File: src/rtl/equiv_pkg.sv
// equiv_pkg: shared FSM state encoding and LFSR constants for equiv_check_sequencer
package equiv_pkg;
  typedef enum logic [2:0] {IDLE, APPLY, WAIT, CHECK, DONE} state_t;
  localparam logic [15:0] LFSR_TAPS = 16'hB400;
endpackage

File: src/rtl/lfsr16.sv
// lfsr16: 16-bit right-shifting Galois LFSR; ports clk, rst_n, load (seed reload, wins over step), seed, step, q
module lfsr16
  import equiv_pkg::*;
#(
  parameter logic [15:0] SEED = 16'hACE1
) (
  input  logic        clk,
  input  logic        rst_n,
  input  logic        load,
  input  logic [15:0] seed,
  input  logic        step,
  output logic [15:0] q
);
  always_ff @(posedge clk or negedge rst_n)
    if (!rst_n) q <= SEED;
    else if (load) q <= seed;
    else if (step) q <= {1'b0, q[15:1]} ^ (q[0] ? LFSR_TAPS : 16'h0);
endmodule

File: src/rtl/equiv_check_sequencer.sv
// equiv_check_sequencer: drives LFSR vectors into two implementations, compares after a settle delay, counts mismatches
// Ports: clk, rst_n, start, stop_on_err in; stim_o out to both DUTs; dut_a_i/dut_b_i responses in;
//        busy, done, pass, mismatch_cnt, err_valid, err_idx, err_a, err_b status out.
module equiv_check_sequencer
  import equiv_pkg::*;
#(
  parameter int          WIDTH   = 8,
  parameter int          NUM_VEC = 20000,
  parameter int          SETTLE  = 1,
  parameter logic [15:0] SEED    = 16'hACE1,
  parameter int          CNT_W   = 16
) (
  input  logic             clk,
  input  logic             rst_n,
  input  logic             start,
  input  logic             stop_on_err,
  output logic [WIDTH-1:0] stim_o,
  input  logic [WIDTH-1:0] dut_a_i,
  input  logic [WIDTH-1:0] dut_b_i,
  output logic             busy,
  output logic             done,
  output logic             pass,
  output logic [CNT_W-1:0] mismatch_cnt,
  output logic             err_valid,
  output logic [CNT_W-1:0] err_idx,
  output logic [WIDTH-1:0] err_a,
  output logic [WIDTH-1:0] err_b
);
  state_t      state, state_n;
  logic [15:0] lfsr_q;
  logic [3:0]  wait_cnt;
  // Index kept at 32 bits so NUM_VEC is not limited by a narrow CNT_W; err_idx is a truncated copy.
  logic [31:0] vec_idx;
  logic        stop_lat, go, mis, last, lfsr_unused;
  assign busy        = state inside {APPLY, WAIT, CHECK};
  assign go          = start && !busy;
  assign mis         = dut_a_i != dut_b_i;
  assign last        = vec_idx == 32'(NUM_VEC - 1);
  assign lfsr_unused = ^lfsr_q;
  lfsr16 #(.SEED(SEED)) u_lfsr (
    .clk  (clk),
    .rst_n(rst_n),
    .load (go),
    .seed (SEED),
    .step (state == APPLY),
    .q    (lfsr_q)
  );
  always_comb begin
    state_n = state;
    unique case (state)
      IDLE, DONE: state_n = start ? APPLY : state;
      APPLY:      state_n = SETTLE == 0 ? CHECK : WAIT;
      WAIT:       state_n = wait_cnt <= 4'd1 ? CHECK : WAIT;
      CHECK:      state_n = last || (mis && stop_lat) ? DONE : APPLY;
      default:    state_n = IDLE;
    endcase
  end
  always_ff @(posedge clk or negedge rst_n)
    if (!rst_n) state <= IDLE;
    else state <= state_n;
  always_ff @(posedge clk or negedge rst_n)
    if (!rst_n) begin
      stim_o       <= '0;
      wait_cnt     <= '0;
      vec_idx      <= '0;
      stop_lat     <= 1'b0;
      done         <= 1'b0;
      pass         <= 1'b0;
      mismatch_cnt <= '0;
      err_valid    <= 1'b0;
      err_idx      <= '0;
      err_a        <= '0;
      err_b        <= '0;
    end else begin
      if (go) begin
        vec_idx      <= '0;
        stop_lat     <= stop_on_err;
        done         <= 1'b0;
        pass         <= 1'b0;
        mismatch_cnt <= '0;
        err_valid    <= 1'b0;
        err_idx      <= '0;
        err_a        <= '0;
        err_b        <= '0;
      end
      if (state == APPLY) begin
        stim_o   <= lfsr_q[WIDTH-1:0];
        wait_cnt <= 4'(SETTLE);
      end
      if (state == WAIT) wait_cnt <= wait_cnt - 4'd1;
      if (state == CHECK) begin
        if (mis) begin
          mismatch_cnt <= &mismatch_cnt ? mismatch_cnt : mismatch_cnt + CNT_W'(1);
          if (!err_valid) begin
            err_valid <= 1'b1;
            err_idx   <= CNT_W'(vec_idx);
            err_a     <= dut_a_i;
            err_b     <= dut_b_i;
          end
        end
        if (state_n == DONE) begin
          done <= 1'b1;
          pass <= mismatch_cnt == '0 && !mis;
        end else vec_idx <= vec_idx + 32'd1;
      end
    end
endmodule

File: config.mk
export PLATFORM = sky130hd
export DESIGN_NAME = equiv_check_sequencer
export DESIGN_NICKNAME = d
export VERILOG_FILES = /design/src/rtl/equiv_pkg.sv /design/src/rtl/lfsr16.sv /design/src/rtl/equiv_check_sequencer.sv
export SDC_FILE = /design/constraint.sdc
export NUM_CORES = 1
export LEC_CHECK = 0
export ABC_AREA = 1
export CORE_ASPECT_RATIO = 0.8
export CORE_MARGIN = 2
export CORE_UTILIZATION = 35
export DETAILED_ROUTE_END_ITERATION = 6
export PLACE_DENSITY_LB_ADDON = 0.3
export SKIP_CTS_REPAIR_TIMING = 1
export SLEW_MARGIN = 20
export SYNTH_ARGS = -nofsm -noshare
export SYNTH_HDL_FRONTEND = slang
export SYNTH_SLANG_ARGS = --single-unit
File: constraint.sdc
create_clock -name clk -period 4.9 [get_ports clk]
set_input_delay 0.98 -clock clk [delete_from_list [all_inputs] [get_ports clk]]
set_output_delay 0.98 -clock clk [all_outputs]
set_load 0.02 [all_outputs]
After elaboration in Yosys (flattened, before gate mapping)
Index checks and enable logic that the tools add are counted.

storage, ports and cells
  input bits = 20
  output and inout bits = 60
  word-level logic and storage cells = 77
  register bits after elaboration = 115

operators by class
  bitwise logic cells = 1
  reduce and logical (&&, ||, !) cells = 13
  muxes and demuxes = 38
  eq/ne operators = 8
  magnitude comparators = 1
  $add $sub $neg = 3

operator list
  operator                                             number
  two-way mux 16 bit                                   11
  two-way mux 32 bit                                   3
  two-way mux 8 bit                                    8
  adder 32 x 1 -> 32 bit, second input constant        1
  == test 32 x 15 -> 1 bit, second input constant      1
  adder 16 x 1 -> 16 bit, second input constant        1
  zero test 16 bit                                     1
  AND reduction 16 bit                                 1
  XOR 15 x 16 -> 16 bit                                1
  one-hot mux 3 bit (4 select lines)                   1
  two-way mux 1 bit                                    11
  two-way mux 4 bit                                    2
  inequality test 8 bit                                1
  == test 3 x 2 -> 1 bit, second input constant        2
  == test 3 bit, second input constant                 2
  two-way mux 3 bit                                    2
  <= comparator 4 x 1 -> 1 bit, second input constant  1
  nonzero test 2 bit                                   2
  subtractor 4 x 1 -> 4 bit, second input constant     1
  == test 3 x 1 -> 1 bit, second input constant        1
  logical AND 1 bit                                    3
  zero test 3 bit                                      1
  inequality test 3 bit, second input constant         1
  nonzero test 3 bit                                   1
  3 further kinds                                      4

Longest topological paths before layout
Gate-level depths: netlist (run 1).

  depth in word-level cells = 8
  gate-level depth with buffers = 13

Hierarchy
From an unflattened synthesis (run 1), not the netlist that was laid out.

unflattened totals
  cell total of the unflattened synthesis = 839
  area, all modules = 6551.3 µm²

modules (own cells, without submodules)
  module                 cells an instance  area each (µm²)  times used
  equiv_check_sequencer  739                5766.8           1
  lfsr16                 100                784.5            1

Worst setup path before layout (run 1)
OpenSTA, ideal clock, no wires.

  kind = input -> register
  start point = in dut_a_i[5]
  end point = reg err_idx[0]
  stages = 12
  arrival time = 2.036 ns
  required time = 4.779 ns
  library setup time = 0.121 ns
  setup slack = 2.743 ns
  path through = inv_1 > nand2_1 > nand2_1 > nand2_1 > nor2_1 > nand2_1 > nand2_2 > or2_1 > buf_6 > buf_4 > nand2_1 > o21ai_2

between the ends
  cells in the longest elaborated chain, start to end = 3

ends and longest elaborated chain
  what                   line                         RTL
  start, declared        equiv_check_sequencer.sv:18  input logic [WIDTH-1:0] dut_a_i,
  inequality test 8 bit  equiv_check_sequencer.sv:37  assign mis = dut_a_i != dut_b_i;
  two-way mux 16 bit     equiv_check_sequencer.sv:92  if (mis) begin
  two-way mux 16 bit     equiv_check_sequencer.sv:91  if (state == CHECK) begin
  end signal, assigned   equiv_check_sequencer.sv:96  err_idx <= CNT_W'(vec_idx);
  end, declared          equiv_check_sequencer.sv:25  output logic [CNT_W-1:0] err_idx,

Every way passes these cells.
A chain may end at the register's enable or synchronous reset.

Worst setup path after layout (run 1)
  start point = in dut_a_i[5]
  end point = reg err_a[7]

between the ends
  cells in the longest elaborated chain, start to end = 3

ends and longest elaborated chain
  what                   line                         RTL
  inequality test 8 bit  equiv_check_sequencer.sv:37
  two-way mux 8 bit      equiv_check_sequencer.sv:92
  two-way mux 8 bit      equiv_check_sequencer.sv:91
  end signal, assigned   equiv_check_sequencer.sv:97  err_a <= dut_a_i;
  end, declared          equiv_check_sequencer.sv:26  output logic [WIDTH-1:0] err_a,

Every way passes these cells.

==> impl_metrics.ini, run 1 <==
[status]
status = finished, final reports clean

[clock_network]
cts_tree = yes
cts_htree_levels = 4
numCtsBuffers = 17
cts_buffer_depth = 2
cts_root_buffer = clkbuf_16
clk_pin_slew_ps = 60
cts_sinks = 115
clock_latency_ps = 420

[yosys]
ys_warn_count = 0
synth_seq_area_share = 0.4450
syn_area_um2 = 6489
synthArstFlopShare = 1.000
synth_nets = 919
synthDominantCellAreaShare = 0.4126
synth_edf_count = 0
synth_top_cell_by_area = dfrtp_1
postSynthAreaPerCell_um2 = 7.258
ys_top_cells_by_area = dfrtp_1 (41%), nand2_1 (16%), nor2_1 (7.1%)
ys_types = 32
synthCells = 894
synth-seq-cells = 115
synthFlopType = dfrtp_1

[placed_design]
place_inst = 1177
finalWeightedCongestion = 0.8872
dp_hpwl_um = 11200
portBuffers = 79
placed_cell_area_um2 = 7440

[sta]
relSlewSlack = 0.3740
max_freq_ghz = 0.3488
fin_crit_sh = 0.5851
slew_violations = 0
hold_violations = 0
worst_slew_pin_slew_ps = 936.0
period_needed_ps = 2867
finalSetupViolations = 0
skew_ps = 10.41
fin_tns_setup_ps = 0
rsz0062_at_grt = false

[die]
io_pins = 80
dieWidth_um = 156.2
die_h_um = 125.8
coreArea_um2 = 18170
die-area_um2 = 19650
initial_utilization = 0.3572
rows = 44

[global_routing]
grt.total_usage = 0.1699
overflow = 0
grt_max_degree = 68
antenna_found_initial = 0
grt_pass1_vias = 5362
grt_pass1_wl_um = 26940

[final_layout]
final_cell_count_no_fill = 1209
fill_cells = 1834
final_cell_mix = nand2_1 (272), nor2_1 (122), inv_1 (110)
stdcell_area_um2 = 8004
num_antenna_cells = 0
layout.nets = 991
final_common_cell = nand2_1
area_growth_pct = 23.35
multi_input_area_um2 = 2988
drive_above_1_share = 0.07763
regArea_um2 = 2888

[drt]
met1_length_um = 8249
dr.pass1.iters = 5
avgViaCountPerCell = 4.803
antenna_left = 0
route.vias.total = 5807
dr_wl_met3_um = 766
drt-total-wl_um = 16210
routed-wl-met2_um = 7017
wire_per_inst_um = 13.41
drt_iter0_markers = 379
drcViolationCount = 0
routed.top_layer = met4

[worst_setup_path]
cp-start-kind = input pin
crit_required_ps = 5200
critical_path.top_delay_family = buffers and inverters
reg2reg_from = state[2]
cp_common_cell = nand2_1
crit_buf_inv = 4
cp_slowest_cell = or2_2
slowest_delay_ps = 520
reg2reg_depth = 6
crit_fanout = 24
crit_chain = clkdlybuf4s50_1 > inv_1 > nand2_1 > nand2_1 > nand2_1 > nor2_1 > nand2_1 > buf_4 > nand2_2 > or2_2 > buf_4 > nand2_1 > o21ai_1
setup.worst_path.class = in -> reg
r2r_slack_ps = 2360
crit_path_end_kind = flop
cp.arrival_ps = 3170
reg2reg_to = err_a[7]

[pwr]
ir_drop_mv = 0.1690
p_per_area_nw_per_um2 = 315.9
p_leak_uw = 0.003894

[hold_path]
hp-class = reg -> reg
hold_path_end = stim_o[0]
hold_path_depth = 2
hp-start = stim_o[0]

[flow_run]
maxCapViolations = 0
-- synth_stat cells, drive strengths merged, types with 9 or more instances --
cell,n
inv,114
buf,21
clkbuf,11
dfrtp,107
nand2,276
nand4,13
nor2,123
xnor2,9
o21ai,76
xor2,22
nor3,25
nand3,59
-- flip-flops by register name (all words and copies together) (netlist names) --
| register | flops |
|---|---|
| done | 1 |
| err_a | 8 |
| err_b | 8 |
| err_idx | 16 |
| err_valid | 1 |
| mismatch_cnt | 16 |
| pass | 1 |
| state | 3 |
| stim_o | 8 |
| stop_lat | 1 |
| u_lfsr.q | 16 |
| vec_idx | 32 |
| wait_cnt | 4 |
-- worst reg2reg max path, cell delays in order (launching register included) --
cell and delay [ps]:
dfrtp_1 450, nor3_4 800, nand2_2 190, or2_2 520
buf_4 310, nand2_1 90, o21ai_1 70
-- per-stage QoR --
| stage | hold slack, ps | power, µW | util | worst slack [ps] |
|---|---|---|---|---|
| finish | 466.6 | 2529 | 0.4406 | 2033 |
| global route | 491.6 | 2632 | 0.4406 | 1756 |
| CTS | 471.8 | 2552 | 0.4406 | 2007 |
| detailed placement | 458.0 | 1334 | 0.4095 | 1568 |
| global placement | 456.6 | 1332 | 0.4095 | 1597 |
| floorplan | 457.4 | 1195 | - | 2743 |
-- routing by layer --
layer | global-route usage | vias up
met5 | 0 | -
met4 | 0.05235 | 0
met3 | 0.03820 | 21
met2 | 0.2566 | 142
met1 | 0.2433 | 2687
li1 | - | 2957
-- power by group --
part	internal, µW	total [µW]	switching [µW]
logic	130	284	154
registers	986	1040	49.2
clock network	757	1210	452
-- layout make-up --
class | instances | area share
sequential | 115 | 0.3608
clock buffer | 22 | 0.05675
inverter | 114 | 0.05378
tap | 230 | 0.03595
clock inverter | 10 | 0.01376
multi-input combinational | 633 | 0.3733
timing repair buffer | 85 | 0.1057
-- worst max path at each step --
| stage | startpoint | end | slack, ps | cells past startpoint |
|---|---|---|---|---|
| final | dut_a_i[5] | err_a[7] | 2030 | 13 |
| after global routing | dut_a_i[4] | err_a[7] | 1760 | 13 |
| after CTS | dut_a_i[5] | err_a[7] | 2010 | 13 |
| after detailed placement | dut_a_i[5] | err_a[7] | 1570 | 13 |
| after global placement | dut_a_i[4] | err_idx[0] | 1600 | 13 |
| after floorplan | dut_a_i[5] | err_idx[0] | 2740 | 12 |
-- kinds of logic (layout without fill, tap and decap cells) --
logic type      after synthesis  count (layout)  synth area share
buf+inv                     146             231           0.09449
fa+ha+maj                     5               5          0.009641
flops                       115             115            0.4450
xor+xnor                     31              31           0.04184
simple gates                501             501            0.3189
compound gates               96              96           0.09005
No activity file was read; power rests on OpenSTA's default activity.
==> inputs of run 2 (changes only) <==
==> constraint.sdc (replaced) <==
create_clock -name clk -period 2.67 [get_ports clk]
set_input_delay 0.534 -clock clk [delete_from_list [all_inputs] [get_ports clk]]
set_output_delay 0.534 -clock clk [all_outputs]
set_load 0.02 [all_outputs]
==> run 2 against run 1 <==
Combinational power is 84% higher. Largest power group unchanged. Core utilization up 0.65 points. Critical endpoint is now busy. Critical path type is now reg -> out. Register-to-register slack got worse by 1700 ps.
==> impl_metrics.ini, run 2 (synthesis results as in run 1) <==
[die]
initial_utilization = 0.3572
dieWidth_um = 156.2
die_h_um = 125.8
rows = 44
coreArea_um2 = 18170
io_pins = 80
die-area_um2 = 19650

[global_routing]
grt_pass1_wl_um = 27720
grt_pass1_vias = 5536
antenna_found_initial = 0
overflow = 0
grt.total_usage = 0.1747
grt_max_degree = 61

[worst_setup_path]
reg2reg_depth = 10
crit_cells = 5
critical_path.top_delay_family = buffers and inverters
slowest_delay_ps = 590
crit_path_end_kind = primary output
crit_buf_inv = 3
cp_slowest_cell = clkdlybuf4s50_1
crit_required_ps = 2140
cp-start-kind = flop
reg2reg_from = vec_idx[0]
crit_fanout = 3
setup.worst_path.class = reg -> out
reg2reg_to = vec_idx[2]
crit_chain = inv_1 > nand2_1 > nand2_1 > inv_1 > clkdlybuf4s50_1
r2r_slack_ps = 630
cp.arrival_ps = 1730
startpoint = state[0]

[clock_network]
numCtsBuffers = 17
cts_root_buffer = clkbuf_16
clock_latency_ps = 410
cts_tree = yes
cts_buffer_depth = 2
cts_htree_levels = 4
cts_sinks = 115
clk_pin_slew_ps = 50

[sta]
period_needed_ps = 2261
fin_tns_setup_ps = 0
finalSetupViolations = 0
hold_violations = 0
max_freq_ghz = 0.4422
rsz0062_at_grt = false
skew_ps = 8.343
slew_violations = 0
relSlewSlack = 0.4561
worst_slew_pin_slew_ps = 814.9
fin_ws_ps = 408.7
hold_slack_ps = 59.94
fin_crit_sh = 0.8469

[placed_design]
dp_hpwl_um = 11480
place_ws_ps = 141.3
placed_cell_area_um2 = 7542
portBuffers = 79
finalWeightedCongestion = 0.9268

[pwr]
ir_drop_mv = 0.3289
p_leak_uw = 0.003934
p_per_area_nw_per_um2 = 574.1

[final_layout]
final_common_cell = nand2_1
final_cell_mix = nand2_1 (272), nor2_1 (122), inv_1 (110)
num_antenna_cells = 0
area_growth_pct = 25.16
drive_above_1_share = 0.08621
finish.utilization = 0.4470
fill_cells = 1833
largest_register_ffs = 32
stdcell_area_um2 = 8122
layout.nets = 998
regMostFlops = vec_idx

[drt]
routed.top_layer = met4
wire_per_inst_um = 13.35
dr.pass1.iters = 6
route.vias.total = 5803
met1_length_um = 8408
avgViaCountPerCell = 4.772
antenna_left = 0
drcViolationCount = 0
routed-wl-met2_um = 6912
drt-total-wl_um = 16240
drt_iter0_markers = 478
dr_wl_met3_um = 780

[hold_path]
hp-class = in -> async

[flow_run]
maxCapViolations = 0

[status]
status = finished, final reports clean
[run 2: cell count changes in the layout (fill, tap and decap cells not counted)]
cell / delta
buf_12: +4
buf_4: +3
clkbuf_1: -2
clkinv_2: -3
clkinv_4: -1
clkinvlp_4: +5
inv_6: +1
[run 2: worst max path at each step]
stage,end,slack [ps]
finish,busy,410
global route,busy,310
CTS,busy,380
detailed placement,err_idx[8],140
global placement,err_idx[0],190
floorplan,err_idx[0],960
[run 2: final cells by class]
class / instances / area (µm²) / share of cell area
clock buffers: 20 / 446.7 / 0.05500
clock inverters: 12 / 132.6 / 0.01633
flip-flops and latches: 115 / 2888 / 0.3556
repair buffers: 92 / 948.4 / 0.1168
multi-input cells: 633 / 2988 / 0.3679
well taps: 230 / 287.8 / 0.03543
inverters: 114 / 430.4 / 0.05300
[run 2: power breakdown]
part | leakage [µW] | switching (µW) | total (µW) | internal, µW
clock network | 0.000265 | 845 | 2240 | 1400
logic | 0.00235 | 279 | 523 | 244
registers | 0.00132 | 88.1 | 1900 | 1810
[run 2: per-stage QoR]
stage | instances | power [µW]
final | 1216 | 4662
after global routing | 1216 | 4855
after CTS | 1216 | 4711
after detailed placement | 1184 | 2451
after global placement | 1184 | 2447
after floorplan | 894 | 2194
[run 2: routing by layer]
| metal | GRT usage | vias up |
|---|---|---|
| li1 | - | 2962 |
| met5 | 0 | - |
| met3 | 0.04026 | 10 |
| met2 | 0.2590 | 149 |
| met1 | 0.2590 | 2682 |
| met4 | 0.04101 | 0 |
[run 2: worst reg2reg max path: stages (launching register included)]
cell	delay, ps
dfrtp_1	390
ha_1	300
nand3_2	190
inv_1	100
nand3_1	70
nor2_1	170
nand2_2	130
nand3_2	150
nand2_4	70
buf_4	210
o21ai_0	170
==> inputs of run 3 (changes only) <==
==> constraint.sdc (replaced) <==
create_clock -name clk -period 2.2 [get_ports clk]
set_input_delay 0.44 -clock clk [delete_from_list [all_inputs] [get_ports clk]]
set_output_delay 0.44 -clock clk [all_outputs]
set_load 0.02 [all_outputs]
==> run 3 against run 2 <==
Power rose by 25%. Sequential share of layout area fell by 1.0 points. Routed wire length fell by 0.20%. Die area did not move. Clock power rose by 27%. Sequential cell count did not move. Non-clock buffer count rose by 27. Core utilization rose by 1.3 points. Cell count rose by 2.2%. Clock skew fell by 0.60 ps.
==> impl_metrics.ini, run 3 (synthesis results as in run 1) <==
[status]
status = finished, final reports clean

[placed_design]
place_ws_ps = -72.59
dp_hpwl_um = 11580
finalWeightedCongestion = 0.9108
portBuffers = 79

[clock_network]
clock_latency_ps = 420
numCtsBuffers = 17
cts_htree_levels = 4
cts_tree = yes
cts_root_buffer = clkbuf_16
cts_buffer_depth = 2
clk_pin_slew_ps = 60
cts_sinks = 115

[drt]
drt_iter0_markers = 476
wire_per_inst_um = 13.04
drcViolationCount = 0
antenna_left = 0
route.vias.total = 5901
drt-total-wl_um = 16200
dr.pass1.iters = 5
avgViaCountPerCell = 4.747

[sta]
skew_ps = 7.744
fin_crit_sh = 0.9428
slew_violations = 0
relSlewSlack = 0.4444
finalSetupViolations = 0
hold_violations = 0
fin_tns_setup_ps = 0
period_needed_ps = 2074
fin_ws_ps = 125.8
worst_slew_pin_slew_ps = 832.6
max_freq_ghz = 0.4821
rsz0062_at_grt = false

[final_layout]
final_common_cell = nand2_1
area_growth_pct = 28.87
drive_above_1_share = 0.1115
layout.nets = 1025
finish.utilization = 0.4603
regMostFlops = vec_idx
num_antenna_cells = 0
final_cell_mix = nand2_1 (272), nor2_1 (122), inv_1 (110)
fill_cells = 1806
largest_register_ffs = 32

[worst_setup_path]
r2r_slack_ps = 280
crit_cells = 1
crit_buf_inv = 1
startpoint = mismatch_cnt[5]
cp_slowest_cell = clkdlybuf4s50_1
reg2reg_to = mismatch_cnt[1]
cp-start-kind = flop
cp.arrival_ps = 1630
cp-endpoint = mismatch_cnt[5]
reg2reg_from = mismatch_cnt[1]
reg2reg_depth = 10
crit_path_end_kind = primary output
critical_path.top_delay_family = buffers and inverters
crit_chain = clkdlybuf4s50_1
setup.worst_path.class = reg -> out
slowest_delay_ps = 670
crit_required_ps = 1760
crit_fanout = 9

[pwr]
p_leak_uw = 0.004094
total_power_uw = 5807
ir_drop_mv = 0.3868
p_per_area_nw_per_um2 = 694.5

[die]
die_h_um = 125.8
rows = 44
die-area_um2 = 19650
dieWidth_um = 156.2
initial_utilization = 0.3572
io_pins = 80
coreArea_um2 = 18170

[flow_run]
maxCapViolations = 0

[global_routing]
overflow = 0
grt_pass1_vias = 5465
grt_pass1_wl_um = 27230
grt_max_degree = 47
grt.total_usage = 0.1723
antenna_found_initial = 0

[hold_path]
hp-class = in -> async
==> run 3: changes by cell type in the layout (fill, tap and decap cells not counted), sizes merged <==
| cell | before | now |
|---|---|---|
| buf | 14 | 41 |
| clkinvlp | 6 | 2 |
| inv | 115 | 114 |
| clkdlybuf4s50 | 78 | 77 |
| clkbuf | 20 | 22 |
| dlymetal6s2s | 0 | 1 |
| clkinv | 3 | 5 |
| bufinv | 2 | 3 |
==> run 3: report_power, final <==
| group | internal [µW] | switching [µW] | total, µW |
|---|---|---|---|
| Combinational | 309 | 348 | 657 |
| Sequential | 2200 | 106 | 2300 |
| Clock | 1890 | 960 | 2850 |
==> run 3: final cells by class <==
cell class | count | area, µm² | area share
Timing Repair Buffer | 119 | 1154 | 0.1380
Sequential cell | 115 | 2888 | 0.3454
Clock buffer | 22 | 484.2 | 0.05791
Inverter | 114 | 430.4 | 0.05147
Tap cell | 230 | 287.8 | 0.03442
Clock inverter | 10 | 130.1 | 0.01556
Multi-Input combinational cell | 633 | 2988 | 0.3573
==> run 3: worst min-delay path by stage <==
stage / from / to / cells past startpoint / slack (ps)
6_report: rst_n / u_lfsr.q[9] / 1 / 10
5_1_grt: rst_n / u_lfsr.q[9] / 1 / 40
4_1_cts: rst_n / u_lfsr.q[9] / 1 / 30
3_5_place_dp: stim_o[2] / stim_o[2] / 2 / 460
3_3_place_gp: rst_n / u_lfsr.q[9] / 1 / 460
2_1_floorplan: rst_n / done / 0 / 140
==> run 3: per-stage QoR <==
stage	instance area [µm²]	instances	hold WS, ps
global route	8362	1243	37.77
global placement	7745	1211	455.7
CTS	8359	1243	26.80
detailed placement	7745	1211	461.9
finish	8362	1243	11.62
floorplan	6489	894	144.4
==> run 3: metal layers <==
metal	up-vias	global-route usage	routed length, µm
met3	15	0.04301	924
met2	150	0.2525	6896
li1	3021	-	-
met1	2715	0.2539	8217
met4	0	0.04479	166
met5	-	0	0
